===== config.mk =====
export PLATFORM = sky130hd
export DESIGN_NAME = sram1rw_fifo_ctrl
export DESIGN_NICKNAME = d
export VERILOG_FILES = /design/src/rtl/sram1rw_fifo_ctrl.sv
export SDC_FILE = /design/constraint.sdc
export NUM_CORES = 1
export LEC_CHECK = 0
export ABC_AREA = 0
export BUFFER_PORTS_ARGS = -buffer_cell sky130_fd_sc_hd__buf_2
export CORE_MARGIN = 2
export CORE_UTILIZATION = 58
export CTS_BUF_LIST = sky130_fd_sc_hd__clkbuf_4
export CTS_CLUSTER_DIAMETER = 150
export DETAILED_ROUTE_END_ITERATION = 8
export PLACE_DENSITY = 0.88
export SKIP_CTS_REPAIR_TIMING = 1
export SYNTH_ARGS = -nofsm -noshare
export SYNTH_HDL_FRONTEND = slang
export SYNTH_SLANG_ARGS = --single-unit

===== constraint.sdc =====
create_clock -name clock -period 14.4 [get_ports clock]
set_input_delay 2.88 -clock clock [delete_from_list [all_inputs] [get_ports clock]]
set_output_delay 2.88 -clock clock [all_outputs]
set_load 0.05 [all_outputs]

===== src/rtl/sram1rw_fifo_ctrl.sv =====
// ---------------------------------------------------------------------------
// sram1rw_fifo_ctrl
//   Valid/ready FIFO controller around one single-port SRAM1RW256x46 macro.
//   The macro holds up to DEPTH words. A 2-entry output buffer hides the
//   macro's one-cycle registered read. One SRAM operation runs per cycle, and
//   reads and writes share the port under one-bit round-robin arbitration.
//
//   Optional feature: define SRAM1RW_FIFO_HWM_EN to add the hwm output. hwm is
//   the highest value level has reached since reset.
//
// Ports
//   clock, reset          single clock; synchronous active-high reset
//   in_valid/in_ready     producer handshake; in_ready is combinational
//   in_data               producer word
//   out_valid/out_ready   consumer handshake; out_data is the buffer head
//   level                 words held in the SRAM (0..DEPTH); buffer excluded
//   sram_A/CSB/WEB/OEB/I  macro controls (active-low strobes), write data
//   sram_O                macro read data, valid the cycle after a read edge
//   hwm                   (SRAM1RW_FIFO_HWM_EN only) level high-water mark
// ---------------------------------------------------------------------------
module sram1rw_fifo_ctrl #(
    parameter int unsigned DATA_W = 46,
    parameter int unsigned ADDR_W = 8
) (
    input  logic              clock,
    input  logic              reset,
    input  logic              in_valid,
    output logic              in_ready,
    input  logic [DATA_W-1:0] in_data,
    output logic              out_valid,
    input  logic              out_ready,
    output logic [DATA_W-1:0] out_data,
    output logic [ADDR_W:0]   level,
    output logic [ADDR_W-1:0] sram_A,
    output logic              sram_CSB,
    output logic              sram_WEB,
    output logic              sram_OEB,
    output logic [DATA_W-1:0] sram_I,
    input  logic [DATA_W-1:0] sram_O
`ifdef SRAM1RW_FIFO_HWM_EN
    ,
    output logic [ADDR_W:0]   hwm
`endif
);

    localparam int unsigned DEPTH   = 1 << ADDR_W;
    localparam int unsigned LVL_W   = ADDR_W + 1;
    localparam logic [LVL_W-1:0] DEPTH_L = LVL_W'(DEPTH);

    typedef enum logic {
        PRIO_RD = 1'b0,
        PRIO_WR = 1'b1
    } prio_e;

    logic [ADDR_W-1:0] wr_ptr;
    logic [ADDR_W-1:0] rd_ptr;
    logic [LVL_W-1:0]  level_q;
    logic [LVL_W-1:0]  level_nxt;
    logic [1:0]        buf_cnt;
    logic [1:0]        buf_cnt_nxt;
    logic              buf_head;
    logic              buf_tail;
    logic [DATA_W-1:0] buf_mem [2];
    logic              rd_inflight;
    prio_e             prio;
    logic [ADDR_W-1:0] last_a;
    logic [DATA_W-1:0] last_i;

    logic not_full;
    logic want_rd;
    logic want_wr;
    logic wr_gnt;
    logic rd_gnt;
    logic pop;

    // Request/grant decode; everything is blocked while reset is high.
    always_comb begin
        not_full = (level_q < DEPTH_L);
        want_rd  = (level_q != '0) &&
                   ((3'(buf_cnt) + 3'(rd_inflight)) < 3'd2);
        want_wr  = in_valid && not_full;
        // in_ready deliberately excludes in_valid so it has no input path.
        in_ready = !reset && not_full && !(want_rd && (prio == PRIO_RD));
        wr_gnt   = in_valid && in_ready;
        rd_gnt   = !reset && want_rd && !wr_gnt;
        pop      = out_valid && out_ready;
    end

    // SRAM strobes; address and write data hold their last value when idle.
    always_comb begin
        sram_CSB = !(wr_gnt || rd_gnt);
        sram_WEB = !wr_gnt;
        sram_OEB = !rd_gnt;
        sram_A   = last_a;
        sram_I   = last_i;
        if (wr_gnt) begin
            sram_A = wr_ptr;
            sram_I = in_data;
        end else if (rd_gnt) begin
            sram_A = rd_ptr;
        end
    end

    // Next level and buffer occupancy.
    always_comb begin
        level_nxt = level_q;
        if (wr_gnt) begin
            level_nxt = level_q + LVL_W'(1);
        end else if (rd_gnt) begin
            level_nxt = level_q - LVL_W'(1);
        end
        // A read issued last cycle lands in the buffer at this edge.
        buf_cnt_nxt = 2'(buf_cnt + 2'(rd_inflight) - 2'(pop));
        buf_tail    = buf_head ^ buf_cnt[0];
    end

    // Control state.
    always_ff @(posedge clock) begin
        if (reset) begin
            wr_ptr      <= '0;
            rd_ptr      <= '0;
            level_q     <= '0;
            buf_cnt     <= '0;
            buf_head    <= 1'b0;
            rd_inflight <= 1'b0;
            prio        <= PRIO_RD;
            last_a      <= '0;
            last_i      <= '0;
        end else begin
            if (wr_gnt) begin
                wr_ptr <= wr_ptr + ADDR_W'(1);
                last_a <= wr_ptr;
                last_i <= in_data;
            end
            if (rd_gnt) begin
                rd_ptr <= rd_ptr + ADDR_W'(1);
                last_a <= rd_ptr;
            end
            // Contention hands priority to the side that just lost.
            if (want_rd && want_wr) begin
                prio <= (prio == PRIO_RD) ? PRIO_WR : PRIO_RD;
            end
            level_q     <= level_nxt;
            rd_inflight <= rd_gnt;
            buf_cnt     <= buf_cnt_nxt;
            if (pop) begin
                buf_head <= ~buf_head;
            end
        end
    end

    // Output buffer storage; a read in flight at reset is dropped.
    always_ff @(posedge clock) begin
        if (!reset && rd_inflight) begin
            buf_mem[buf_tail] <= sram_O;
        end
    end

    assign out_valid = (buf_cnt != 2'd0);
    assign out_data  = buf_mem[buf_head];
    assign level     = level_q;

`ifdef SRAM1RW_FIFO_HWM_EN
    // High-water mark follows level at the edge where level passes it.
    always_ff @(posedge clock) begin
        if (reset) begin
            hwm <= '0;
        end else if (level_nxt > hwm) begin
            hwm <= level_nxt;
        end
    end
`endif

endmodule


* Yosys cells after proc, flatten, opt, wreduce, memory -nomap -nowiden
Memories as Yosys holds them, arrays and structs flattened. A register that Yosys moved wholly into a read port is not among the register bits.
Index checks and enable logic that the tools add are counted.
** Storage, ports and cells
- Bits in writable memories :: 92
- Logic and storage cells :: 54
- Memories :: 1
- Output and inout bits :: 114
- Flip-flop bits (word level) :: 84
- Bits of input ports :: 96
** Memory list
- buf_mem :: words 2, bits a word 46, read ports 1, clocked after memory_dff 1, write ports 1, RTL line 63 : logic [DATA_W-1:0] buf_mem [2];
** Operators by class
- Mux-type cells :: 12
- Magnitude comparators :: 2
- Reductions and logical operators :: 20
- Bitwise operators :: 3
- $add $sub $neg :: 7
** Operators with widths (count)
- $mux 46 :: 1
- $mux 8 :: 4
- $mux 9 :: 2
- $add 8x1->8 const B :: 2
- $logic_and 1x1->1 :: 11
- $add 9x1->9 const B :: 1
- $lt 9x9->1 const B :: 1
- $reduce_bool 9->1 :: 1
- $sub 9x1->9 const B :: 1
- $logic_not 1->1 :: 5
- $mux 1 :: 5
- $reduce_bool 2->1 :: 2
- $add 2x1->3 :: 1
- $lt 3x2->1 const B :: 1
- $add 2x1->2 :: 1
- $not 1->1 :: 2
- $sub 2x1->2 :: 1
- $logic_or 1x1->1 :: 1
- $xor 1x1->1 :: 1

* Longest topological paths before layout
- Word-level depth :: 11
- Mapped depth :: 13
- Depth with buffers taken out :: 10

* Worst setup path after synthesis
No wires, ideal clock.
- Kind :: in2out
- Start :: in in_valid
- End :: out sram_A[0]
- Data arrival time :: 4.920 ns
- Slack :: 6.600 ns
- Stages :: 8
- Buffers on the path :: 3
- Required time :: 11.520 ns
- Cells stage by stage :: nor2b_1 > nand2b_1 > nor2_4 > inv_2 > buf_6 > buf_4 > buf_2 > a31oi_1
** Between the ends
- Word-level cells in the longest chain between the ends :: 5
** RTL lines
- start, declared :: RTL line 27 : input logic in_valid,
- $logic_and 1x1->1 :: RTL line 84 : wr_gnt = in_valid && in_ready;
- $logic_not 1->1
- via sram_WEB :: RTL line 36 : output logic sram_WEB,
- $logic_and 1x1->1 :: RTL line 85 : rd_gnt = !reset && want_rd && !wr_gnt;
- $mux 8 :: RTL line 99 : end else if (rd_gnt) begin
- $mux 8 :: RTL line 96 : if (wr_gnt) begin
- end, declared :: RTL line 34 : output logic [ADDR_W-1:0] sram_A,
The timed path passes the listed nets, and every way through them passes these cells.

* Worst setup path in the final report
- Start :: in reset
- End :: out sram_A[6]
** Between the ends
- Word-level cells in the longest chain between the ends :: 8
** RTL lines
- start, declared :: RTL line 26 : input logic reset,
- $logic_not 1->1 * :: RTL line 83, 85
- $logic_and 1x1->1 (2 in series) :: RTL line 83 : in_ready = !reset && not_full && !(want_rd && (prio == PRIO_RD));
- $logic_and 1x1->1 :: RTL line 84
- $logic_not 1->1 :: RTL line 85
- $logic_and 1x1->1 :: RTL line 85
- $mux 8 :: RTL line 99
- $mux 8 * :: RTL line 96
Mark *: on every way between the ends. The rest lies on a longest branch, timed or not.

==> impl_metrics.prom <==
# TYPE chip_impl_metric gauge
chip_impl_metric{name="die-area",unit="um^2"} 13670
chip_impl_metric{name="flow.area_growth_from_synthesis",unit="%"} 19.21
chip_impl_metric{name="ir_worst_vdd",unit="V"} 0.0001304
chip_impl_info{name="cp-start-kind",value="input port"} 1
chip_impl_metric{name="p_per_area",unit="nW/um^2"} 211.5
chip_impl_metric{name="mappedNetlistNets",unit=""} 657
chip_impl_metric{name="asyncSetResetFlopFracSynth",unit="%"} 0
chip_impl_metric{name="final_layout_size_suffix_gt1_share",unit="%"} 45.04
chip_impl_info{name="rsz0062_at_grt",value="no"} 1
chip_impl_metric{name="number_of_vias_per_cell",unit=""} 5.293
chip_impl_metric{name="final_gp_congestion",unit=""} 0.8516
chip_impl_metric{name="post-route-drc-count",unit=""} 0
chip_impl_metric{name="synth-simple-area-share",unit="%"} 10.97
chip_impl_metric{name="grtUsageMet2",unit="%"} 36.84
chip_impl_metric{name="max_slew_margin",unit="%"} 29.32
chip_impl_metric{name="finalWirelength",unit="um"} 15440
chip_impl_metric{name="number_of_antenna_violations_at_the_first_check_in_global_routing",unit=""} 0
chip_impl_metric{name="synthCells",unit=""} 549
chip_impl_info{name="cts_tree",value="done"} 1
chip_impl_metric{name="timing.final.hold_violations",unit=""} 0
chip_impl_metric{name="timing.critical_path.buf_inv",unit=""} 5
chip_impl_metric{name="drv.max_cap_violation_count",unit=""} 0
chip_impl_metric{name="seq_area_frac_synth",unit="%"} 60.38
chip_impl_metric{name="wire_length_of_the_first_global_routing_pass",unit="um"} 23030
chip_impl_info{name="slowest_stage_cell_cp",value="buf_4"} 1
chip_impl_metric{name="period_share",unit="%"} 60.15
chip_impl_metric{name="yosys_register_bits",unit=""} 177
chip_impl_metric{name="postRouteAntennaNets",unit=""} 0
chip_impl_metric{name="clock_skew",unit="ps"} 16.46
chip_impl_info{name="min_path_type",value="reg -> reg"} 1
chip_impl_metric{name="die_x",unit="um"} 116.9
chip_impl_metric{name="cts_buffers",unit=""} 17
chip_impl_metric{name="routed_wire_length_per_instance",unit="um"} 16.46
chip_impl_metric{name="hpwl",unit="um"} 10900
chip_impl_info{name="worstSetupEndpointType",value="output pin"} 1
chip_impl_metric{name="timing.fmax",unit="MHz"} 115.5
chip_impl_metric{name="delay_of_the_slowest_cell_on_the_worst_path",unit="ps"} 760
chip_impl_info{name="synth_top_family_by_area",value="multiplexers"} 1
chip_impl_metric{name="die_h",unit="um"} 116.9
chip_impl_metric{name="finalHoldWorstSlack",unit="ps"} 524.1
chip_impl_metric{name="detailed_routing_iterations_pass_1",unit=""} 4
chip_impl_metric{name="yosysWarnings",unit=""} 0
chip_impl_info{name="run_status",value="finished clean"} 1
chip_impl_info{name="yosys.area.top_type",value="edfxtp_1"} 1
chip_impl_metric{name="insertedDiodeCount",unit=""} 0
chip_impl_info{name="synth.area.top_cells",value="edfxtp_1 (37%), dfxtp_1 (23%), mux2_2 (9.4%), mux2_4 (6.1%), nor2b_1 (4.1%)"} 1
chip_impl_metric{name="grt.met1_usage",unit="%"} 26.24
chip_impl_metric{name="grt.met3_usage",unit="%"} 7.467
chip_impl_metric{name="tightestPinTransition",unit="ps"} 1060
chip_impl_metric{name="groute.usage.overall",unit="%"} 21.89
chip_impl_metric{name="detailed_route_iter0_violations",unit=""} 378
chip_impl_metric{name="synth_cell_types",unit=""} 46
chip_impl_metric{name="clk_pin_slew_worst_paths",unit="ps"} 130
chip_impl_metric{name="crit_path_max_fanout",unit=""} 92
chip_impl_info{name="synth.cells.most_frequent",value="edfxtp_1 (92), dfxtp_1 (85), mux2_2 (62), nor2b_1 (49), nand2_1 (33)"} 1
chip_impl_metric{name="via_count",unit=""} 4965
chip_impl_metric{name="critical_path_required",unit="ps"} 11520
chip_impl_metric{name="post_synth_instance_area",unit="um^2"} 7393
chip_impl_metric{name="cts_sinks",unit=""} 177
chip_impl_metric{name="dpl_ws",unit="ps"} 5787
chip_impl_metric{name="synth-compound-area-share",unit="%"} 4.908
chip_impl_info{name="yosys.cell_count.top_type",value="edfxtp_1"} 1
chip_impl_metric{name="via_count_of_the_first_global_routing_pass",unit=""} 4827
chip_impl_info{name="critical_path.cell_chain",value="buf_2, buf_4, nand2b_1, nor2_4, clkinv_2, buf_4, nor2_1, a31oi_1, buf_2"} 1
chip_impl_info{name="ctsRootBufferMaster",value="clkbuf_4"} 1
chip_impl_metric{name="grt_max_degree",unit=""} 93
chip_impl_metric{name="core-area",unit="um^2"} 12520
chip_impl_metric{name="avgSynthCellArea",unit="um^2"} 13.47
chip_impl_info{name="global_route.peak_usage_layer",value="met2"} 1
chip_impl_metric{name="synth.mux.area_fraction",unit="%"} 16.75
chip_impl_metric{name="synth_adder_area_share",unit="%"} 2.132
chip_impl_metric{name="grt.overflow.total",unit=""} 0
chip_impl_metric{name="fp-row-count",unit=""} 41
chip_impl_metric{name="period_needed",unit="ps"} 8661
chip_impl_metric{name="setup-tns-final",unit="ps"} 0
chip_impl_metric{name="boundaryPins",unit=""} 210
chip_impl_metric{name="final.setup.worst_slack",unit="ps"} 5739
chip_impl_info{name="timing.setup.critical_path_class",value="in -> out"} 1
chip_impl_info{name="ys_dominant_reg_cell",value="edfxtp_1"} 1
chip_impl_metric{name="synth-xor-area-share",unit="%"} 2.488
chip_impl_metric{name="final-max-slew-violation-count",unit=""} 0
chip_impl_metric{name="finalSetupViolCount",unit=""} 0
chip_impl_metric{name="port-buffer-count",unit=""} 209
chip_impl_metric{name="final_nets",unit=""} 862
chip_impl_metric{name="floorplan.initialDensity",unit="%"} 59.07
chip_impl_metric{name="clk_path_buf_depth",unit=""} 2
chip_impl_info{name="worst_path_dominant_cell_family",value="buffers and inverters"} 1
chip_impl_metric{name="cts_h_tree_lvls",unit=""} 4
chip_impl_metric{name="synth_top_cell_area_share",unit="%"} 37.37
chip_impl_metric{name="synth_edf_count",unit=""} 92
chip_impl_metric{name="clkLatencyLatePin",unit="ps"} 550
chip_impl_metric{name="power.static_leakage",unit="nW"} 3.788
chip_impl_metric{name="worstPathArrival",unit="ps"} 5780
-- path summary, 6_finish.rpt --
check	start	to	slack (ps)	depth (start not counted)
max	reset	sram_A[6]	5740	9
min	wr_ptr[1]	wr_ptr[1]	520	2
max reg2reg	level[0]	last_i[45]	11540	7
min reg2reg	wr_ptr[1]	wr_ptr[1]	520	2
-- sequential cells by signal, summed over array words and instances, names as in the netlist, named ones only --
| name | cells |
|---|---|
| last_i | 46 |
| buf_head | 1 |
| buf_cnt | 2 |
| buf_mem | 92 |
| rd_inflight | 1 |
| last_a | 8 |
| rd_ptr | 8 |
| level | 9 |
| prio | 1 |
| wr_ptr | 8 |
-- power breakdown --
part / switching, W / internal, W / total [W]
sequential: 0.0000570 / 0.000620 / 0.000677
combinational: 0.000632 / 0.000300 / 0.000932
clock: 0.000155 / 0.000101 / 0.000256
total: 0.000844 / 0.00102 / 0.00186
-- stage by stage --
step | instances | cell area, um^2 | total power [W] | utilization (%)
floorplan | 549 | 7393 | 0.001438 | -
global route | 938 | 8813 | 0.001958 | 70.41
finish | 938 | 8813 | 0.001864 | 70.41
detailed placement | 907 | 8558 | 0.001617 | 68.37
CTS | 938 | 8813 | 0.001874 | 70.41
global placement | 907 | 8558 | 0.001593 | 68.37
-- placed cells by master, fill, tap and decap left out, drive strengths merged, types with 9 or more instances in the layout --
| master | netlist | final |
|---|---|---|
| buf | 14 | 214 |
| edfxtp | 92 | 92 |
| mux2 | 92 | 92 |
| dfxtp | 85 | 85 |
| nor2b | 49 | 49 |
| nand2 | 33 | 33 |
| nor2 | 28 | 28 |
| clkbuf | 14 | 18 |
| a21oi | 15 | 15 |
| xnor2 | 14 | 14 |
| a31oi | 12 | 12 |
| ha | 11 | 11 |
| mux2i | 9 | 9 |
| a211oi | 9 | 9 |
| nor3 | 9 | 9 |
-- metal layers --
layer	up-vias	wire length (um)
met5	-	0
met4	0	248
li1	2383	-
met3	27	1307
met1	2347	6205
met2	208	7676
-- worst min-delay path, cell delays in order, from the launching register on --
cell and delay (ps):
dfxtp_1 370, nand2_1 70, a21oi_1 60
-- area by class of cell --
| type | instances | area [um^2] |
|---|---|---|
| clock inverters | 13 | 120.1 |
| inverters | 6 | 23.77 |
| multi-input cells | 338 | 2770 |
| well taps | 172 | 215.2 |
| flip-flops and latches | 177 | 4466 |
| clock buffers | 18 | 135.1 |
| fillers | 908 | 3704 |
| repair buffers | 214 | 1084 |
-- cells by family (layout without fill, tap and decap cells) --
kind of cell / count (synthesis) / in the layout
compound gates: 53 / 53
xor+xnor: 21 / 21
fa+ha+maj: 12 / 12
buf+inv: 34 / 251
flops: 177 / 177
mux: 101 / 101
simple gates: 151 / 151
Note: power is estimated with default switching activity, not from simulation.
